==> src/rtl/nvm_access_arbiter.sv <==
// Round-robin owner arbiter for the single-port nv_memory: burst lock, starvation cap, registered command bus, tagged read return.
// Read data returns 1+MEM_RD_LATENCY cycles after the beat; define NVM_ARB_WP_EN to suppress writes below PROT_TOP (adds wp_err_o).
module nvm_access_arbiter #(
  parameter int N_REQ          = 3,
  parameter int MEM_ADDR_WIDTH = 8,
  parameter int MEM_DATA_WIDTH = 32,
  parameter int MEM_RD_LATENCY = 1,
  parameter int MAX_BEATS      = 16,
  parameter int PROT_TOP       = 1
) (
  input  logic                              clk,
  input  logic                              rst,
  input  logic [N_REQ-1:0]                  req_i,
  input  logic [N_REQ-1:0]                  we_i,
  input  logic [N_REQ*MEM_ADDR_WIDTH-1:0]   addr_i,
  input  logic [N_REQ*MEM_DATA_WIDTH-1:0]   wdata_i,
  output logic [N_REQ-1:0]                  gnt_o,
  output logic [N_REQ-1:0]                  rvalid_o,
  output logic [MEM_DATA_WIDTH-1:0]         rdata_o,
  output logic                              busy_o,
  output logic                              mem_w,
  output logic [MEM_ADDR_WIDTH-1:0]         mem_addr_o,
  output logic [MEM_DATA_WIDTH-1:0]         mem_data_o,
  input  logic [MEM_DATA_WIDTH-1:0]         mem_data_i
`ifdef NVM_ARB_WP_EN
  ,
  output logic                              wp_err_o
`endif
);

  localparam int IW = (N_REQ > 2) ? 2 : 1;
  localparam int CW = $clog2(MAX_BEATS + 1);
  localparam logic [CW-1:0] CNT_MAX = CW'(MAX_BEATS);

  localparam logic [1:0] S_IDLE  = 2'd0;
  localparam logic [1:0] S_OWN   = 2'd1;
  localparam logic [1:0] S_DRAIN = 2'd2;

  if (N_REQ < 2 || N_REQ > 4 || MEM_RD_LATENCY < 1 || MEM_RD_LATENCY > 4 ||
      MAX_BEATS < 1 || PROT_TOP < 0) begin : g_bad_param
    $error("nvm_access_arbiter: parameter out of range");
  end

  logic [1:0]                state;
  logic [IW-1:0]             ptr;
  logic [IW-1:0]             owner;
  logic [IW-1:0]             pick;
  logic                      pick_vld;
  logic [CW-1:0]             cnt;
  logic [CW-1:0]             cnt_nxt;
  logic                      beat;
  logic                      others;
  logic                      own_we;
  logic [MEM_ADDR_WIDTH-1:0] own_addr;
  logic [MEM_DATA_WIDTH-1:0] own_wdata;
  logic [MEM_RD_LATENCY-1:0] pipe_vld;
  logic [IW-1:0]             pipe_tag [MEM_RD_LATENCY];
  logic                      pipe_busy;

  // Round-robin search starting just after the last winner.
  always_comb begin
    pick     = '0;
    pick_vld = 1'b0;
    for (int o = 1; o <= N_REQ; o++) begin
      if (!pick_vld && req_i[(int'(ptr) + o) % N_REQ]) begin
        pick_vld = 1'b1;
        pick     = IW'((int'(ptr) + o) % N_REQ);
      end
    end
  end

  assign beat      = (state == S_OWN) && req_i[owner];
  assign others    = |(req_i & ~gnt_o);
  assign own_we    = we_i[owner];
  assign own_addr  = addr_i[int'(owner)*MEM_ADDR_WIDTH +: MEM_ADDR_WIDTH];
  assign own_wdata = wdata_i[int'(owner)*MEM_DATA_WIDTH +: MEM_DATA_WIDTH];
  assign cnt_nxt   = cnt + CW'(1);
  assign pipe_busy = |pipe_vld;
  assign busy_o    = (state != S_IDLE);
  assign rdata_o   = (|rvalid_o) ? mem_data_i : '0;

  always_ff @(posedge clk or posedge rst) begin
    if (rst) begin
      state <= S_IDLE;
      ptr   <= IW'(N_REQ - 1);
      owner <= '0;
      gnt_o <= '0;
      cnt   <= '0;
    end else begin
      case (state)
        S_IDLE: begin
          if (pick_vld) begin
            gnt_o <= N_REQ'(1) << pick;
            owner <= pick;
            ptr   <= pick;
            cnt   <= '0;
            state <= S_OWN;
          end
        end
        S_OWN: begin
          if (!req_i[owner]) begin
            gnt_o <= '0;
            state <= S_DRAIN;
          end else if (cnt_nxt == CNT_MAX) begin
            // Window exhausted: yield only if someone else is waiting.
            cnt <= '0;
            if (others) begin
              gnt_o <= '0;
              state <= S_DRAIN;
            end
          end else begin
            cnt <= cnt_nxt;
          end
        end
        S_DRAIN: begin
          if (!pipe_busy) state <= S_IDLE;
        end
        default: begin
          gnt_o <= '0;
          state <= S_IDLE;
        end
      endcase
    end
  end

`ifdef NVM_ARB_WP_EN
  localparam logic [MEM_ADDR_WIDTH-1:0] PROT_ADDR = MEM_ADDR_WIDTH'(PROT_TOP);
  logic prot_hit;
  assign prot_hit = (own_addr < PROT_ADDR);

  always_ff @(posedge clk or posedge rst) begin
    if (rst) begin
      mem_w      <= 1'b0;
      wp_err_o   <= 1'b0;
      mem_addr_o <= '0;
      mem_data_o <= '0;
    end else begin
      mem_w    <= beat && own_we && !prot_hit;
      wp_err_o <= beat && own_we && prot_hit;
      if (beat) begin
        mem_addr_o <= own_addr;
        mem_data_o <= own_wdata;
      end
    end
  end
`else
  always_ff @(posedge clk or posedge rst) begin
    if (rst) begin
      mem_w      <= 1'b0;
      mem_addr_o <= '0;
      mem_data_o <= '0;
    end else begin
      mem_w <= beat && own_we;
      if (beat) begin
        mem_addr_o <= own_addr;
        mem_data_o <= own_wdata;
      end
    end
  end
`endif

  // Tag pipe tracks the command slot; rvalid lands in the cycle mem_data_i is valid.
  always_ff @(posedge clk or posedge rst) begin
    if (rst) begin
      pipe_vld <= '0;
      for (int i = 0; i < MEM_RD_LATENCY; i++) pipe_tag[i] <= '0;
      rvalid_o <= '0;
    end else begin
      pipe_vld[0] <= beat && !own_we;
      pipe_tag[0] <= owner;
      for (int i = 1; i < MEM_RD_LATENCY; i++) begin
        pipe_vld[i] <= pipe_vld[i-1];
        pipe_tag[i] <= pipe_tag[i-1];
      end
      rvalid_o <= pipe_vld[MEM_RD_LATENCY-1] ? (N_REQ'(1) << pipe_tag[MEM_RD_LATENCY-1]) : '0;
    end
  end

endmodule

==> config.mk <==
export PLATFORM = sky130hd
export DESIGN_NAME = nvm_access_arbiter
export DESIGN_NICKNAME = d
export VERILOG_FILES = /design/src/rtl/nvm_access_arbiter.sv
export SDC_FILE = /design/constraint.sdc
export NUM_CORES = 1
export LEC_CHECK = 0
export CAP_MARGIN = 5
export CELL_PAD_IN_SITES_DETAIL_PLACEMENT = 1
export CELL_PAD_IN_SITES_GLOBAL_PLACEMENT = 1
export CORE_UTILIZATION = 26
export CTS_CLUSTER_SIZE = 10
export DETAILED_ROUTE_END_ITERATION = 10
export PLACE_DENSITY = 0.83
export SYNTH_ARGS = -nofsm -noshare
export SYNTH_HDL_FRONTEND = slang
export SYNTH_SLANG_ARGS = --single-unit
==> constraint.sdc <==
create_clock -name clk -period 5.2 [get_ports clk]
set_clock_uncertainty 0.15 [all_clocks]
set_input_delay 1.04 -clock clk [delete_from_list [all_inputs] [get_ports clk]]
set_output_delay 1.04 -clock clk [all_outputs]
set_load 0.02 [all_outputs]
==> impl_results.md <==
* Outcome: finished clean
* Tmin final at 3590 ps
* EDFF count, synth at 0
* Post-Syn Area at 3530 µm²
* Synth top area share at 41.8%
* Yosys warning count at 0
* Die Y at 119 µm
* Synth Area per Inst at 8.65 µm²
* Synth Area in Simple Gates at 19.7%
* Clock Path Buffers at 2
* Pwr dens at 509 nW/µm²
* R2R Setup Slk at 1830 ps
* GR Util All Layers at 20.0%
* Fin Hold WS at 290 ps
* Post-synthesis mux area share at 12.5%
* First-pass GRT wire length at 21.6 mm
* Max VDD drop at 0.000221 V
* Hold Crit Endpoint: rvalid_o[0]
* Filler cell count at 1540
* Core Box Area at 13200 µm²
* Final setup vio count at 0
* Layout cells sized above 1 at 5.48%
* CP dominant cell by count: clkdlybuf4s50_1
* # IOs at 240
* Iter 0 DRT Violations at 95
* CTS Buf Count at 9
* Top cells by count, synth: dfrtp_1, nand2_1, a21oi_1
* Cell Chain, Critical Path: clkdlybuf4s50_1 -> nor2b_1 -> clkdlybuf4s50_1
* Synth Area in Compound Gates at 19.4%
* Post-synth cell types at 44
* Worst path slowest cell: clkdlybuf4s50_1
* Most frequent cell after synthesis: dfrtp_1
* Clk root buf: clkbuf_16
* Total Neg Setup Slack at 0 ps
* WL/cell at 16.8 µm
* H-tree depth at 3
* RR Startpoint: ptr[0]
* Hpwl dp at 10.8 mm
* Arrival time worst endpoint at 2400 ps
* DR DRC count at 0
* Post-Layout Inst Area at 6370 µm²
* Row count at 42
* Die width at 119 µm
* Post-synthesis sequential area ratio at 42.6%
* Grt total ovfl at 0
* Largest area contributor in the netlist: dfrtp_1
* CP Class: primary input to primary output
* Port Buf Inserts at 239
* Via density per instance at 4.78
* Starting Density at 26.7%
* Final hold violation count at 0
* Max frequency at 279 MHz
* Hold path cells at 1
* CTS Sinks at 60
* Post-Synth XOR/XNOR Area at 0%
* Hold_buf cts at 0
* Final period util at 69.0%
* Flop and latch count out of synthesis at 60
* Post-cts resize count at 0
* Die area at 14100 µm²
* Crit-path max FO at 1
* Nature of the critical path endpoint: primary output
* Fin nets at 798
* CTS tree: yes
* Drt pass-1 iters at 4
* Largest family of logic cells by synthesized area: simple AND/OR/NAND/NOR gates
* Postcts setup bufs at 0
* Area Growth Syn to Fin at 80.5%
* Synth async-reset ratio at 100%
* RSZ-0062 raised after global routing: no
* Slew margin rel. at 33.4%
* Hold Crit Class: register to register
* Most used DFF post-synth: dfrtp_1
* Clock transition at path regs at 50 ps
* Critical path's largest stage delay at 650 ps
* Detail Route Antenna Nets at 0
* Detailed-route via count at 3895
* Reg2reg end: mem_data_o[23]
* Inserted Diodes at 0
* Initial antenna violation count at 0
* Final slew viol count at 0
* Max_cap viols at 0
* Pin count of the biggest net entering global routing at 62
* Slew @ Worst Pin at 995 ps
* Post-Route WL at 13.7 mm
* Dpl cell area at 6070 µm²
* Number of global-route vias before repair at 4219
* Reg2reg path depth at 7
* Cells after Synth at 408
* GPL Wtd Cong at 0.808
* Worst skew pair latency at 330 ps
* CP required at 4010 ps
* Syn Nets at 572
* CP Launch Type: primary input
* Area contributors post-synth: dfrtp_1, mux2i_1, a21oi_1
* Adder-cell share of the synthesized area at 1.42%
* Worst Hold Launch: pipe_tag[0]
* Leakage at 2.58 nW
==> worst max path at each step <==
stage | from | endpoint | slack (ps) | cells past startpoint
after floorplan | rst | cnt[0] | 2530 | 1
after global placement | mem_data_i[4] | rdata_o[4] | 1610 | 3
after detailed placement | req_i[0] | mem_data_o[23] | 1440 | 7
after CTS | mem_data_i[4] | rdata_o[4] | 1610 | 3
after global routing | ptr[0] | mem_data_o[30] | 1610 | 6
final | mem_data_i[4] | rdata_o[4] | 1610 | 3
==> layer usage <==
metal | up-vias | share of wire, % | GRT usage (%)
met4 | 0 | 2.8 | 8.23
li1 | 1858 | - | -
met3 | 22 | 8.1 | 7.34
met2 | 184 | 53 | 37.2
met1 | 1831 | 36 | 19.7
met5 | - | 0 | 0
==> state kept, by name, indices dropped and copies added (netlist names) <==
| name | flops |
|---|---|
| cnt | 5 |
| gnt_o | 3 |
| mem_addr_o | 8 |
| mem_data_o | 32 |
| mem_w | 1 |
| owner | 1 |
| pipe_busy | 1 |
| pipe_tag | 2 |
| ptr | 2 |
| rvalid_o | 3 |
| state | 2 |
==> where the power goes <==
group	internal (mW)	switching, mW
registers	0.657	0.175
clock network	0.395	0.209
logic	0.809	1.00
total	1.86	1.39
==> kinds of logic (layout without fill, tap and decap cells) <==
| group | count (synthesis) | in the layout |
|---|---|---|
| compound gates | 117 | 117 |
| fa+ha+maj | 4 | 4 |
| flops | 60 | 60 |
| buf+inv | 37 | 268 |
| simple gates | 146 | 146 |
| mux | 44 | 44 |
==> placed cells by master, fill, tap and decap left out, types with 3 or more instances in the layout <==
cell             instances
nand2_1                 48
ha_1                     4
o21ai_0                 44
dfrtp_1                 58
a21oi_1                 47
a31o_2                   3
nor2b_1                 37
nand3b_1                 3
buf_4                    5
a22o_1                   3
clkbuf_16                9
nor2_1                  43
inv_1                    7
mux2i_1                 44
clkdlybuf4s50_1        239
==> metrics by stage <==
stage / setup WS [ps] / instances / util [%] / power, mW
floorplan: 2530 / 408 / - / 1.87
finish: 1610 / 815 / 48.1 / 3.25
detailed placement: 1440 / 799 / 45.8 / 2.66
global route: 1610 / 815 / 48.1 / 3.48
global placement: 1610 / 799 / 45.8 / 2.58
CTS: 1610 / 815 / 48.1 / 3.29
==> layout make-up <==
cell class	instances	area, µm²	area share (%)
clock buffer	12	256	4.02
clock inverter	4	47.5	0.746
inverter	8	30.0	0.471
multi-input combinational	311	1890	29.6
sequential	60	1500	23.6
tap	176	220	3.46
timing repair buffer	244	2430	38.1
==> worst max-delay path, delay by kind of cell <==
family	cells	cell delay (ps)
buffers and inverters	2	1100
and+or+nand+nor	1	250
(Power assumes the default switching activity.)
